**config.mk**
```make
export PLATFORM = sky130hd
export DESIGN_NAME = mdio_arbiter
export DESIGN_NICKNAME = d
export VERILOG_FILES = /design/src/rtl/mdio_arb_pkg.sv /design/src/rtl/mdio_rr_arbiter.sv /design/src/rtl/mdio_arbiter.sv
export SDC_FILE = /design/constraint.sdc
export NUM_CORES = 1
export LEC_CHECK = 0
export CORE_MARGIN = 2
export CORE_UTILIZATION = 39
export CTS_BUF_LIST = sky130_fd_sc_hd__clkbuf_2
export DETAILED_ROUTE_END_ITERATION = 10
export HOLD_SLACK_MARGIN = 0.08
export PLACE_DENSITY = 0.79
export SETUP_SLACK_MARGIN = 0.4
export SYNTH_ARGS = -nofsm -noshare
export SYNTH_HDL_FRONTEND = slang
export SYNTH_HIERARCHICAL = 1
export SYNTH_SLANG_ARGS = --single-unit
```
**constraint.sdc**
```tcl
create_clock -name clk -period 3.8 [get_ports clk]
set_clock_uncertainty 0.2 [all_clocks]
set_input_delay 0.95 -clock clk [delete_from_list [all_inputs] [get_ports clk]]
set_output_delay 0.95 -clock clk [all_outputs]
set_load 0.05 [all_outputs]
```
**src/rtl/mdio_arb_pkg.sv**
```systemverilog
// Shared types and widths for the MDIO requester arbiter.
package mdio_arb_pkg;

   localparam int unsigned MDIO_ADDR_W = 5;
   localparam int unsigned MDIO_DATA_W = 16;

   typedef enum logic [2:0] {
      IDLE,
      ISSUE,
      WAIT_BUSY,
      WAIT_DONE,
      RESP
   } arb_state_t;

   typedef struct packed {
      logic                   write;
      logic [MDIO_ADDR_W-1:0] phy_addr;
      logic [MDIO_ADDR_W-1:0] reg_addr;
      logic [MDIO_DATA_W-1:0] wdata;
   } mdio_cmd_t;

endpackage

```
**src/rtl/mdio_rr_arbiter.sv**
```systemverilog
// Round-robin pick: first asserted request at or after the pointer, wrapping.
module mdio_rr_arbiter #(
   parameter  int unsigned N_REQ = 4,
   localparam int unsigned IDX_W = $clog2(N_REQ)
) (
   input  logic [N_REQ-1:0] i_req,
   input  logic [IDX_W-1:0] i_ptr,
   output logic [N_REQ-1:0] o_gnt_c,
   output logic [IDX_W-1:0] o_idx_c,
   output logic             o_any_c
);

   function automatic logic [IDX_W-1:0] wrap_idx(input logic [IDX_W-1:0] base,
                                                 input int unsigned      off);
      int unsigned sum;
      sum = 32'(base) + off;
      if (sum >= N_REQ) sum = sum - N_REQ;
      return IDX_W'(sum);
   endfunction

   always_comb begin
      o_gnt_c = '0;
      o_idx_c = '0;
      o_any_c = 1'b0;
      for (int unsigned k = 0; k < N_REQ; k++) begin
         if (!o_any_c && i_req[wrap_idx(i_ptr, k)]) begin
            o_any_c                      = 1'b1;
            o_idx_c                      = wrap_idx(i_ptr, k);
            o_gnt_c[wrap_idx(i_ptr, k)]  = 1'b1;
         end
      end
   end

endmodule

```
**src/rtl/mdio_arbiter.sv**
```systemverilog
// Shares one mdio_master between N_REQ requesters with round-robin grant
// and a watchdog on the master's busy handshake.
module mdio_arbiter
   import mdio_arb_pkg::*;
#(
   parameter  int unsigned N_REQ       = 4,
   parameter  int unsigned BUSY_WAIT   = 4,
   parameter  int unsigned TIMEOUT_CYC = 256,
   localparam int unsigned ID_W        = $clog2(N_REQ)
) (
   input  logic                           clk,
   input  logic                           rst,
   input  logic [N_REQ-1:0]               req_valid,
   output logic [N_REQ-1:0]               req_ready,
   input  logic [N_REQ-1:0]               req_write,
   input  logic [N_REQ*MDIO_ADDR_W-1:0]   req_phy_addr,
   input  logic [N_REQ*MDIO_ADDR_W-1:0]   req_reg_addr,
   input  logic [N_REQ*MDIO_DATA_W-1:0]   req_wdata,
   output logic [N_REQ-1:0]               rsp_valid,
   output logic [MDIO_DATA_W-1:0]         rsp_rdata,
   output logic                           rsp_err,
   output logic [ID_W-1:0]                grant_id,
   output logic [MDIO_ADDR_W-1:0]         mst_phy_addr,
   output logic [MDIO_ADDR_W-1:0]         mst_reg_addr,
   output logic [MDIO_DATA_W-1:0]         mst_data_in,
   output logic                           mst_write_en,
   output logic                           mst_start,
   input  logic                           mst_busy,
   input  logic [MDIO_DATA_W-1:0]         mst_rdata
);

   localparam int unsigned CNT_MAX = (TIMEOUT_CYC > BUSY_WAIT) ? TIMEOUT_CYC : BUSY_WAIT;
   localparam int unsigned CNT_W   = $clog2(CNT_MAX + 1);
   localparam logic [CNT_W-1:0] BUSY_LIM    = CNT_W'(BUSY_WAIT - 1);
   localparam logic [CNT_W-1:0] TIMEOUT_LIM = CNT_W'(TIMEOUT_CYC - 1);

   arb_state_t             r_state, w_state_nxt;
   logic [ID_W-1:0]        r_ptr, w_ptr_nxt;
   logic [ID_W-1:0]        r_grant, w_grant_nxt;
   logic [CNT_W-1:0]       r_cnt, w_cnt_nxt;
   mdio_cmd_t              r_cmd, w_cmd_nxt;
   logic [N_REQ-1:0]       r_ready, w_ready_nxt;
   logic [N_REQ-1:0]       r_rsp_valid, w_rsp_valid_nxt;
   logic                   r_start, w_start_nxt;
   logic                   r_rsp_err, w_rsp_err_nxt;
   logic [MDIO_DATA_W-1:0] r_rsp_rdata, w_rsp_rdata_nxt;

   logic [N_REQ-1:0]       w_gnt;
   logic [ID_W-1:0]        w_idx;
   logic                   w_any;
   mdio_cmd_t              w_req_cmd;
   logic [N_REQ-1:0]       w_owner_1h;

   mdio_rr_arbiter #(.N_REQ(N_REQ)) u_rr (
      .i_req   (req_valid),
      .i_ptr   (r_ptr),
      .o_gnt_c (w_gnt),
      .o_idx_c (w_idx),
      .o_any_c (w_any)
   );

   // Select the winning requester's command fields from the packed buses.
   always_comb begin
      w_req_cmd = '0;
      for (int unsigned k = 0; k < N_REQ; k++) begin
         if (w_idx == ID_W'(k)) begin
            w_req_cmd.write    = req_write[k];
            w_req_cmd.phy_addr = req_phy_addr[k*MDIO_ADDR_W +: MDIO_ADDR_W];
            w_req_cmd.reg_addr = req_reg_addr[k*MDIO_ADDR_W +: MDIO_ADDR_W];
            w_req_cmd.wdata    = req_wdata[k*MDIO_DATA_W +: MDIO_DATA_W];
         end
      end
   end

   assign w_owner_1h = N_REQ'(1) << r_grant;

   // Next state and next values of every registered output.
   always_comb begin
      w_state_nxt     = r_state;
      w_ptr_nxt       = r_ptr;
      w_grant_nxt     = r_grant;
      w_cnt_nxt       = r_cnt;
      w_cmd_nxt       = r_cmd;
      w_ready_nxt     = '0;
      w_start_nxt     = 1'b0;
      w_rsp_valid_nxt = '0;
      w_rsp_err_nxt   = 1'b0;
      w_rsp_rdata_nxt = '0;
      case (r_state)
         IDLE: begin
            if (w_any) begin
               w_state_nxt = ISSUE;
               w_ready_nxt = w_gnt;
               w_grant_nxt = w_idx;
               w_cmd_nxt   = w_req_cmd;
               w_ptr_nxt   = (w_idx == ID_W'(N_REQ - 1)) ? '0 : w_idx + ID_W'(1);
            end
         end
         ISSUE: begin
            w_state_nxt = WAIT_BUSY;
            w_start_nxt = 1'b1;
            w_cnt_nxt   = '0;
         end
         WAIT_BUSY: begin
            if (mst_busy) begin
               w_state_nxt = WAIT_DONE;
               w_cnt_nxt   = '0;
            end else if (r_cnt >= BUSY_LIM) begin
               w_state_nxt     = RESP;
               w_rsp_valid_nxt = w_owner_1h;
               w_rsp_err_nxt   = 1'b1;
            end else begin
               w_cnt_nxt = r_cnt + CNT_W'(1);
            end
         end
         WAIT_DONE: begin
            // Falling busy marks completion; read data is valid on that edge.
            if (!mst_busy) begin
               w_state_nxt     = RESP;
               w_rsp_valid_nxt = w_owner_1h;
               w_rsp_rdata_nxt = r_cmd.write ? '0 : mst_rdata;
            end else if (r_cnt >= TIMEOUT_LIM) begin
               w_state_nxt     = RESP;
               w_rsp_valid_nxt = w_owner_1h;
               w_rsp_err_nxt   = 1'b1;
            end else begin
               w_cnt_nxt = r_cnt + CNT_W'(1);
            end
         end
         RESP:    w_state_nxt = IDLE;
         default: w_state_nxt = IDLE;
      endcase
   end

   always_ff @(posedge clk or posedge rst) begin
      if (rst) begin
         r_state     <= IDLE;
         r_ptr       <= '0;
         r_grant     <= '0;
         r_cnt       <= '0;
         r_cmd       <= '0;
         r_ready     <= '0;
         r_start     <= 1'b0;
         r_rsp_valid <= '0;
         r_rsp_err   <= 1'b0;
         r_rsp_rdata <= '0;
      end else begin
         r_state     <= w_state_nxt;
         r_ptr       <= w_ptr_nxt;
         r_grant     <= w_grant_nxt;
         r_cnt       <= w_cnt_nxt;
         r_cmd       <= w_cmd_nxt;
         r_ready     <= w_ready_nxt;
         r_start     <= w_start_nxt;
         r_rsp_valid <= w_rsp_valid_nxt;
         r_rsp_err   <= w_rsp_err_nxt;
         r_rsp_rdata <= w_rsp_rdata_nxt;
      end
   end

   assign req_ready    = r_ready;
   assign rsp_valid    = r_rsp_valid;
   assign rsp_rdata    = r_rsp_rdata;
   assign rsp_err      = r_rsp_err;
   assign grant_id     = r_grant;
   assign mst_phy_addr = r_cmd.phy_addr;
   assign mst_reg_addr = r_cmd.reg_addr;
   assign mst_data_in  = r_cmd.wdata;
   assign mst_write_en = r_cmd.write;
   assign mst_start    = r_start;

endmodule

```
=== Word level (Yosys, flattened, before mapping) ===
Index checks and enable logic that the tools add are counted.

* Output and inout port bits: 55
* Register bits: 69

* Multiplexer cells: 68
* Bitwise gates (word level): 3
* Shifts and indexed selects: 1
* Add/subtract/negate cells: 9
* Reduce and logical (&&, ||, !) cells: 16
* Equality and inequality tests: 12
* $lt $le $gt $ge: 18

{| class="wikitable"
|+ Operators with widths
! operator !! number
|-
| $mux 27 || 4
|-
| $mux 16 || 3
|-
| $mux 4 || 10
|-
| $mux 9 || 4
|-
| $pmux 9 s3 || 1
|-
| $mux 2 || 13
|-
| $lt 2x3->1 const B || 8
|-
| $mux 1 || 17
|-
| $mux 3 || 5
|-
| $or 4x4->4 || 3
|-
| $pmux 3 s4 || 1
|-
| $add 9x1->9 const B || 1
|-
| $ge 3x3->1 const B || 3
|-
| $ge 9x2->1 const B || 1
|-
| $ge 9x8->1 const B || 1
|-
| $ne 3x3->1 const B || 3
|-
| $bmux 1 s2 || 4
|-
| $demux 1 s2 || 4
|-
| $ge 2x1->1 const B || 4
|-
| $pmux 4 s2 || 1
|-
| $sub 2x1->2 const B || 4
|-
| $logic_and 1x1->1 || 7
|-
| $add 2x2->3 const B || 2
|-
| $eq 3x2->1 const B || 2
|-
| other kinds (17) || 21
|}

=== Depth between registers and ports, before layout ===
Gate-level depths: netlist (run 1).

* Depth after elaboration: 22
* Mapped depth: 16
* Mapped depth without buffers: 12

=== Hierarchy ===
The synthesis (run 1) kept the hierarchy.

{| class="wikitable"
|+ Modules (own cells, without submodules)
! module !! area an instance (um2) !! cells an instance !! instances
|-
| mdio_arbiter || 3718.6 || 383 || 1
|-
| mdio_rr_arbiter || 419.2 || 45 || 1
|}

=== Least setup slack after synthesis (run 1) ===
OpenSTA, ideal clock, no wires.

* Path kind: in2reg
* Start point: input req_valid[2]
* End point: register r_cmd (netlist bit mst_data_in[10])
* Required time: 3.518 ns
* Stages: 12
* Setup slack: 0.007 ns
* Arrival: 3.511 ns
* Path through: mux4_2 -> buf_6 -> nor4b_4 -> nor2_1 -> a32o_1 -> inv_1 -> ha_1 -> clkbuf_1 -> clkbuf_1 -> a221oi_1 -> a211o_1 -> a31oi_1

* Word-level cells in the longest chain between the ends: 17
* Elaborated cells between the ends (all ways): 31
* Those cells by class: eq/ne (3); mux (20); reduce/logical (8)

{| class="wikitable"
|+ Ends and longest elaborated chain
! what !! RTL line !! text
|-
| from (decl) || mdio_arbiter.sv:13 || <nowiki>input logic [N_REQ-1:0] req_valid,</nowiki>
|-
| $bmux 1 s2 || mdio_rr_arbiter.sv:26 || <nowiki>if (!o_any_c && i_req[wrap_idx(i_ptr, k)]) begin</nowiki>
|-
| $mux 1 (not written as such) || mdio_rr_arbiter.sv:26 ||
|-
| $mux 1 || mdio_rr_arbiter.sv:26 ||
|-
| $logic_not 1->1 || mdio_rr_arbiter.sv:26 ||
|-
| $logic_and 1x1->1 || mdio_rr_arbiter.sv:26 ||
|-
| $mux 1 || mdio_rr_arbiter.sv:26 ||
|-
| $logic_not 1->1 || mdio_rr_arbiter.sv:26 ||
|-
| $logic_and 1x1->1 || mdio_rr_arbiter.sv:26 ||
|-
| $mux 1 || mdio_rr_arbiter.sv:26 ||
|-
| $logic_not 1->1 || mdio_rr_arbiter.sv:26 ||
|-
| $logic_and 1x1->1 || mdio_rr_arbiter.sv:26 ||
|-
| $mux 2 (*) || mdio_rr_arbiter.sv:26 ||
|-
| net w_idx[1] || mdio_arbiter.sv:49 || <nowiki>logic [ID_W-1:0] w_idx;</nowiki>
|-
| $logic_not 2->1 || mdio_arbiter.sv:66 || <nowiki>if (w_idx == ID_W'(k)) begin</nowiki>
|-
| $mux 27 (3 in series) || mdio_arbiter.sv:66 ||
|-
| $mux 27 (*) || mdio_arbiter.sv:66 ||
|-
| to (signal assigned) || mdio_arbiter.sv:152 || <nowiki>r_cmd <= w_cmd_nxt;</nowiki>
|-
| to (decl) || mdio_arbiter.sv:41 || <nowiki>mdio_cmd_t r_cmd, w_cmd_nxt;</nowiki>
|}

Mark *: on every way through the listed nets, which the timed path passes. The rest lies on a longest branch. The select of a mux whose other input is x is not followed.
A chain may end at the register's enable or synchronous reset.

=== Final worst setup path (run 1) ===
* Start point: input req_valid[2]
* End point: register r_cmd (netlist bit mst_data_in[8])

Same word-level chain as after synthesis.

==> out/results.ini, run 1 <==
[yosys]
ys_seq_area_frac=0.417
synthesis.area_um2=4140
netlist_top_cells_area=dfrtp_1 42%, a211o_1 5.7%, a221oi_1 5.7%
synth_xor_area_frac=0
yosysWarnings=6
ys_types=53
post-synth-top-area-cell=dfrtp_1
synthCells=428
synth-simple-area-share=0.176
synth_compound_area_frac=0.245
netlist.area_leader.share=0.417
synth_flop_cell=dfrtp_1
syn_nets=570
synthAdderAreaFrac=0.0333
ys_async_sr_fraction=1.00
synth_edf_count=0
synth_area_per_cell_um2=9.67
ys_ff_latch=69
synth_top_family_by_area=compound AO/OA/AOI/OAI gates
synthMuxAreaShare=0.0499

[critical_path]
cp-end-kind=flip-flop
reg2regPathDepth=13
critPathKind=in -> reg
required_ns=4.08
path_cells=dlygate4sd2_1 -> mux4_2 -> buf_4 -> nor3_2 -> a32o_2 -> inv_2 -> ha_2 -> nor2b_4 -> buf_2 -> a221oi_1 -> a211o_1 -> a31oi_1
cp.arrival_ns=3.60
cp_slowest_cell=mux4_2
cp_max_fo=5
max_stage_delay_ns=0.57
start_kind=input pin

[job]
max_cap_viol_count=0

[power]
p_total_mw=6.72
combinationalPowerShare=0.743
leakagePower_nw=2.80
power.share.clock=0.080
p_seq_frac=0.177
switching_share=0.491
p_sw_mw=3.30
vdd_drop_max_mv=0.601
p_int_mw=3.43
power_density_nw_per_um2=1030

[final_layout]
multi_input_area_um2=2140
drive_above_1_share=0.139
fin_nets=771
nFillCells=856
regArea_um2=1730
areaGrowthSynthToFinish_pct=58.5
insertedDiodeCount=0
final_cell_area_um2=6560

[detailed_routing]
firstDrtPassIters=5
via_per_inst=5.46
wl_met2_um=6620
drtIter0Drc=199
routed.top_layer=met4
drt-total-wl_um=13800
drc=0
final_antenna_net_count=0
vias=4208
met1_length_um=5860
met3_length_um=815
wl_per_cell_um=18.0

[floorplanning]
die-area_um2=11400
die_y_um=107
coreArea_um2=10300
rows=37
die_w_um=107
ios=186
start_util=0.401

[sta]
setup_violations=0
setup_slack_ns=0.479
fmax_ghz=0.301
holdWs_ns=0.343
fin_crit_sh=0.874
worstMarginPinSlew_ns=0.669
period_minus_slack_ns=3.32
slew_violations=0
maxSlewHeadroom=0.553
timing.final.hold_violations=0
rsz0062_at_grt=yes

[clock_tree]
cts_root_buf=clkbuf_2
cts_tree=yes
cts_sinks=69
clk_path_buf_depth=2
cts-buffers-inserted=9
cts_hold_buf=0
clock_latency_ns=0.55
htreeDepth=3
clkSlewWorstSetupHoldPaths_ns=0.23

[grt]
antenna_found_initial=0
grt_pass1_wl_um=21800
grt_max_degree=43
grt_overflow_total=0
grt_usage=0.245
grt_pass1_vias=4235

[worst_hold_path]
hold_depth=1
hold_path_class=reg -> reg

[status]
status=complete, no violations

[placed_design]
io_buffers=185
pre_cts_ws_ns=-0.417
dpl.hpwl_um=10100
place.gp.congestion=0.952
placed_cell_area_um2=6310

[cells in the mapped netlist (all sizes together) (3+ instances only)]
cell     n
o21ai    8
nor3     5
nand2   35
a31oi   28
nand2b   3
a211oi   3
and2    22
ha      11
o311ai   4
o31ai    3
mux4     4
a221oi  27
inv     41
a21oi    3
mux2     7
nor3b    3
clkbuf  19
nand4    3
nor2b    4
nand3    7
nor2    37
nor4     4
a211o   27
buf     14
mux2i    3
dfrtp   69
a22oi   10
[layout make-up]
type | instances | area share
timing repair buffer | 223 | 0.337
multi-input combinational | 285 | 0.327
sequential | 69 | 0.263
tap | 136 | 0.0259
inverter | 41 | 0.0235
clock inverter | 7 | 0.0162
clock buffer | 9 | 0.00687
[sequential cells by signal, indices dropped and copies added (netlist names)]
signal / cells
mst_reg_addr: 5
mst_start: 1
grant_id: 2
rsp_rdata: 16
r_state: 3
mst_phy_addr: 5
mst_data_in: 16
rsp_valid: 4
mst_write_en: 1
r_ptr: 2
rsp_err: 1
req_ready: 4
r_cnt: 9
[path summary, 6_finish.rpt]
check | startpoint | end | slack, ns
setup reg to reg | r_ptr[0] | mst_data_in[8] | 0.54
hold / removal | grant_id[0] | rsp_valid[2] | 0.34
hold reg to reg | grant_id[0] | rsp_valid[2] | 0.34
setup / recovery | req_valid[2] | mst_data_in[8] | 0.48
min in group asynchronous | rst | mst_reg_addr[0] | 0.57
max in group asynchronous | rst | r_ptr[0] | 2.16
[timing repair]
| action | in CTS | in global routing |
|---|---|---|
| setup buffers | 4 | 1 |
| pin swaps | 2 | 2 |
| resized for setup | 17 | 2 |
| endpoints found under the hold margin | 0 | 0 |
| setup endpoints to repair | 27 | 26 |
| gates cloned | 3 | 0 |
[cell families (layout without fill, tap and decap cells)]
family          count (synthesis)  after routing
flops                          69             69
buf+inv                        74            280
mux                            14             14
compound gates                127            127
simple gates                  133            133
fa+ha+maj                      11             11
[stage by stage]
step,std cells,setup TNS [ns],util
2_1_floorplan,428,0,-
3_3_place_gp,746,-5.09,0.612
3_5_place_dp,746,-9.35,0.612
4_1_cts,769,0,0.633
5_1_grt,770,0,0.635
6_report,770,0,0.635
[worst max-delay path, delay by kind of cell]
family,cells,cell delay (ns)
buffers and inverters,4,0.74
muxes,1,0.57
AOI/OAI and AO/OA,4,0.74
and+or+nand+nor,2,0.39
adders and majority gates,1,0.22
[power groups by stage]
stage	Combinational, mW	Sequential [mW]	Clock [mW]
floorplan	2.62	1.86	0
global placement	4.60	1.20	0
detailed placement	4.71	1.21	0
CTS	4.95	1.19	0.558
global route	5.38	1.22	0.583
finish	5.00	1.19	0.541
[layout by cell type (no fill, tap or decap), types with 3 or more instances in the layout]
cell	netlist	final
mux2_2	7	7
clkdlybuf4s50_1	0	181
nand3_1	7	7
o21ai_0	8	7
buf_12	0	6
mux4_2	2	3
a21oi_1	3	3
a211oi_1	3	3
buf_6	4	3
ha_1	11	6
nor3b_1	3	3
dfrtp_1	69	68
mux2i_1	3	3
nand2_1	35	35
ha_2	0	3
a22oi_1	9	9
nand2b_1	3	3
clkbuf_2	0	9
nor2b_1	4	3
a221oi_1	27	26
inv_1	41	39
nor2_1	36	36
and2_1	22	22
a31oi_1	28	28
a211o_1	27	27
nand4_1	3	3
buf_4	1	27
nor3_1	5	4
dlygate4sd2_1	0	4
[metal layers]
layer / GRT usage / vias to the layer above
met2: 0.398 / 151
met3: 0.0584 / 42
li1: - / 1984
met1: 0.310 / 2031
met4: 0.111 / 0
met5: 0 / -
Power figures use the tool's default switching activity.
==> run 2, diff against run 1 <==
--- a/config.mk
+++ b/config.mk
@@ -5,14 +5,16 @@
 export SDC_FILE = /design/constraint.sdc
 export NUM_CORES = 1
 export LEC_CHECK = 0
+export ABC_AREA = 1
 export CORE_MARGIN = 2
-export CORE_UTILIZATION = 39
+export CORE_UTILIZATION = 43
 export CTS_BUF_LIST = sky130_fd_sc_hd__clkbuf_2
 export DETAILED_ROUTE_END_ITERATION = 10
 export HOLD_SLACK_MARGIN = 0.08
-export PLACE_DENSITY = 0.79
+export PLACE_DENSITY = 0.83
 export SETUP_SLACK_MARGIN = 0.4
 export SYNTH_ARGS = -nofsm -noshare
 export SYNTH_HDL_FRONTEND = slang
 export SYNTH_HIERARCHICAL = 1
 export SYNTH_SLANG_ARGS = --single-unit
+export TNS_END_PERCENT = 50
==> constraint.sdc (replaced) <==
create_clock -name clk -period 3.1 [get_ports clk]
set_clock_uncertainty 0.2 [all_clocks]
set_input_delay 0.775 -clock clk [delete_from_list [all_inputs] [get_ports clk]]
set_output_delay 0.775 -clock clk [all_outputs]
set_load 0.05 [all_outputs]
==> out/results.ini, run 2 <==
[floorplanning]
die_y_um=101
die_w_um=101
coreArea_um2=9200
start_util=0.443
rows=35
die-area_um2=10300
ios=186

[final_layout]
final_common_cell=clkdlybuf4s50_1
areaGrowthSynthToFinish_pct=64.7
layout_common_cells=162 x clkdlybuf4s50_1, 118 x nand2_1, 67 x dfrtp_1, 64 x a21oi_1, 44 x inv_1
drive_above_1_share=0.153
fin_nets=874
nFillCells=655
fin_cells=848
insertedDiodeCount=0

[yosys]
ys_types=29
synth_compound_area_frac=0.205
synthAdderAreaFrac=0.0338
synthMuxAreaShare=0
synth_area_per_cell_um2=7.77
netlist_top_cells_area=dfrtp_1 42%, nand2_1 12%, a21oi_1 8.1%
yosysWarnings=6
synth_edf_count=0
synth-simple-area-share=0.252
synthTopCellsByCount=132 x nand2_1, 69 x dfrtp_1, 66 x a21oi_1
synth_xor_area_frac=0.00215
syn_nets=666
synthCells=524
netlist.area_leader.share=0.424
synth.most_common_cell=nand2_1
ys_seq_area_frac=0.424
ys_async_sr_fraction=1.00
ys_ff_latch=69
post-synth-top-area-cell=dfrtp_1
synth_top_family_by_area=simple AND/OR/NAND/NOR gates
synthesis.area_um2=4070
synth_flop_cell=dfrtp_1

[worst_hold_path]
hold_path_class=reg -> reg

[sta]
maxSlewHeadroom=0.573
timing.final.hold_violations=0
fin_crit_sh=0.882
slew_violations=0
rsz0062_at_grt=yes
holdWs_ns=0.348
setup_violations=0
worstMarginPinSlew_ns=0.640
fmax_ghz=0.366
period_minus_slack_ns=2.74

[power]
leakagePower_nw=3.22
vdd_drop_max_mv=0.994
power_density_nw_per_um2=1380
p_total_mw=9.27

[status]
status=complete, no violations

[clock_tree]
cts-buffers-inserted=9
clkSlewWorstSetupHoldPaths_ns=0.21
cts_hold_buf=0
cts_sinks=69
cts_tree=yes
htreeDepth=3
cts_root_buf=clkbuf_2
clock_latency_ns=0.55
clk_path_buf_depth=2

[detailed_routing]
drc=0
via_per_inst=5.45
drt-total-wl_um=14700
final_antenna_net_count=0
vias=4620
drtIter0Drc=230
wl_per_cell_um=17.3
firstDrtPassIters=5

[placed_design]
io_buffers=185
dpl.hpwl_um=10400
place.gp.congestion=0.966
dp_cells=818

[job]
max_cap_viol_count=0

[critical_path]
critPathKind=reg -> reg
cp_max_fo=7
required_ns=3.36
cp-end-kind=flip-flop
start_kind=flip-flop
cp.arrival_ns=3.00

[grt]
grt_pass1_wl_um=22200
grt_pass1_vias=4603
antenna_found_initial=0
grt_max_degree=30
grt_usage=0.281
grt_overflow_total=0

[run 2: cell type report]
type / instances / area [um2] / area share
repair buffers: 220 / 2270 / 0.339
multi-input cells: 375 / 2170 / 0.324
well taps: 111 / 139 / 0.0207
inverters: 57 / 234 / 0.0349
clock buffers: 10 / 50.0 / 0.00747
clock inverters: 6 / 111 / 0.0166
flip-flops and latches: 69 / 1730 / 0.258
[run 2: final timing paths]
kind	from	to	slack, ns	cells after the start
setup reg to reg	r_ptr[0]	mst_data_in[13]	0.36	17
hold reg to reg	mst_data_in[0]	mst_data_in[0]	0.35	1
min in group asynchronous	rst	rsp_rdata[1]	0.41	2
hold / removal	mst_data_in[0]	mst_data_in[0]	0.35	1
setup / recovery	r_ptr[0]	mst_data_in[13]	0.36	17
max in group asynchronous	rst	mst_data_in[0]	1.54	3
[run 2: metal layers]
metal,track usage,vias up,part of all wire,wire [um]
met2,0.504,260,0.52,7610
met4,0.0936,0,0.019,272
met1,0.324,2165,0.36,5270
met5,0,-,0,0
met3,0.0738,26,0.10,1500
li1,-,2169,-,-
[run 2: worst max-delay path: stages, from the launching register on]
cell       delay, ns
dfrtp_2         0.46
clkinv_4        0.07
ha_4            0.24
inv_4           0.07
nand3_1         0.07
nand2_1         0.10
nor2_2          0.06
a21oi_2         0.15
nand3_2         0.14
inv_2           0.12
ha_4            0.13
inv_2           0.04
nor2_4          0.23
clkbuf_16       0.21
nand2_2         0.04
nand2_1         0.06
o211ai_1        0.09
a2bb2oi_1       0.16
[run 2: power by group]
part | total (mW) | internal [mW] | switching (mW)
sequential | 1.43 | 1.20 | 0.224
clock | 0.701 | 0.351 | 0.350
combinational | 7.14 | 2.96 | 4.18
total | 9.27 | 4.51 | 4.75
[run 2: what timing repair did]
item                       4_1_cts  5_1_grt
gates resized for setup         15       51
buffers inserted                 5        7
cloned                           1        1
setup endpoints to repair       76       75
pin swaps                        3       21
[run 2: stage by stage]
stage | setup TNS (ns) | util | setup WS (ns) | area (um2)
floorplan | 0 | - | 0.392 | 4150
global placement | -0.967 | 0.678 | -0.0907 | 6240
detailed placement | -4.03 | 0.678 | -0.207 | 6240
CTS | 0 | 0.704 | 0.330 | 6470
global route | 0 | 0.729 | 0.275 | 6700
finish | 0 | 0.729 | 0.365 | 6700
[run 2: cell families after synthesis]
kind of cell	count (synthesis)
AND/OR/NAND/NOR	232
XOR/XNOR	1
AO/OA/AOI/OAI	131
flip-flops	69
buffers and inverters	80
adder cells (fa/ha/maj)	11
==> edit (flow settings as in run 2) <==
`N_REQ` is set to 4 in 2 places; all go to 16.
--- a/src/rtl/mdio_rr_arbiter.sv
+++ b/src/rtl/mdio_rr_arbiter.sv
@@ -2,3 +2,3 @@
 module mdio_rr_arbiter #(
-   parameter  int unsigned N_REQ = 4,
+   parameter  int unsigned N_REQ = 16,
    localparam int unsigned IDX_W = $clog2(N_REQ)
--- a/src/rtl/mdio_arbiter.sv
+++ b/src/rtl/mdio_arbiter.sv
@@ -5,3 +5,3 @@
 #(
-   parameter  int unsigned N_REQ       = 4,
+   parameter  int unsigned N_REQ       = 16,
    parameter  int unsigned BUSY_WAIT   = 4,
Ports: changed (8 resized); port bits go from 186 to 548. The function was not compared with the original's and may differ.
==> edit against run 2 <==
The flow now stops in global routing (5_1_grt); area after synthesis grew to 3.4 times the old value.
==> edit: results (changes against run 2) <==
| Metric | Value |
|---|---|
| Pre-CTS WS | -2.581 ns (-2.374 ns) |
| Distinct cell type count after synthesis | 49 (+69%) |
| Total GRT Usage | around 74% |
| Dominant cells by area after synthesis | nand2_1 21%, dfrtp_1 18%, nor2_1 14% |
| Syn nets | 3104 (+370%) |
| Main flop type after synthesis | dfrtp_1 |
| H-tree Lvls | 3 (unchanged) |
| Synth cell count leaders | 758 x nand2_1, 499 x nor2_1, 362 x nand3_1, 274 x inv_1, 103 x nand4_1 |
| Sequential area share after synthesis | 17.59% (-25 points) |
| Exit stage | global routing (5_1_grt) |
| Largest net degree at the start of global routing | 38 |
| Yosys warning count | 6 (unchanged) |
| Total CTS buffers | 9 (unchanged) |
| Detailed placement HPWL | 71800 um (+590%) |
| Ys async rst share | 100.0% (unchanged) |
| Clock tree buffer depth | 2 (unchanged) |
| GRT Residual Overflow | 13 |
| Routability congestion estimate | 1.235 (+28%) |
| CTS root buffer | clkbuf_2 |
| IO Port Bufs | 547 (+200%) |
| Number of synthesized register bits | 97 (+41%) |
| Status | aborted with a tool error |
| Error msg | [ERROR GRT-0232] Routing congestion too high. Check the congestion heatmap in the GUI. |
| Worst-path end type | register data pin |
| Worst setup endpoint GRT | mst_data_in[12]$_DFFE_PP0P_/D |
[edit: kinds of logic after synthesis]
family	after synthesis	synth area share (%)
AO/OA/AOI/OAI	140	5.366
XOR/XNOR	4	0.3626
adder cells (fa/ha/maj)	21	1.904
buffers and inverters	455	13.79
flip-flops	97	17.59
AND/OR/NAND/NOR	1899	61.00
[edit: routing by layer]
metal | GRT usage, % | overflow
met1 | 75.47 | 0
met2 | 88.06 | 4
met3 | 62.35 | 0
met4 | 65.95 | 9
met5 | 37.04 | 0
[edit: timing repair]
| item | in CTS |
|---|---|
| endpoints found under the hold margin | 0 |
| cloned | 7 |
| buffers inserted | 83 |
| gates resized for setup | 391 |
| pin swaps | 141 |
| endpoints found under the setup margin | 160 |
[edit: stage by stage]
step           hold WS, ns  area, sq um  setup TNS [ns]  cells
4_1_cts             0.1353        24400          -97.48   3884
2_1_floorplan       0.2648        14060          -73.39   2616
3_3_place_gp        0.2621        22420         -131.37   3778
3_5_place_dp        0.2692        22420         -146.03   3778
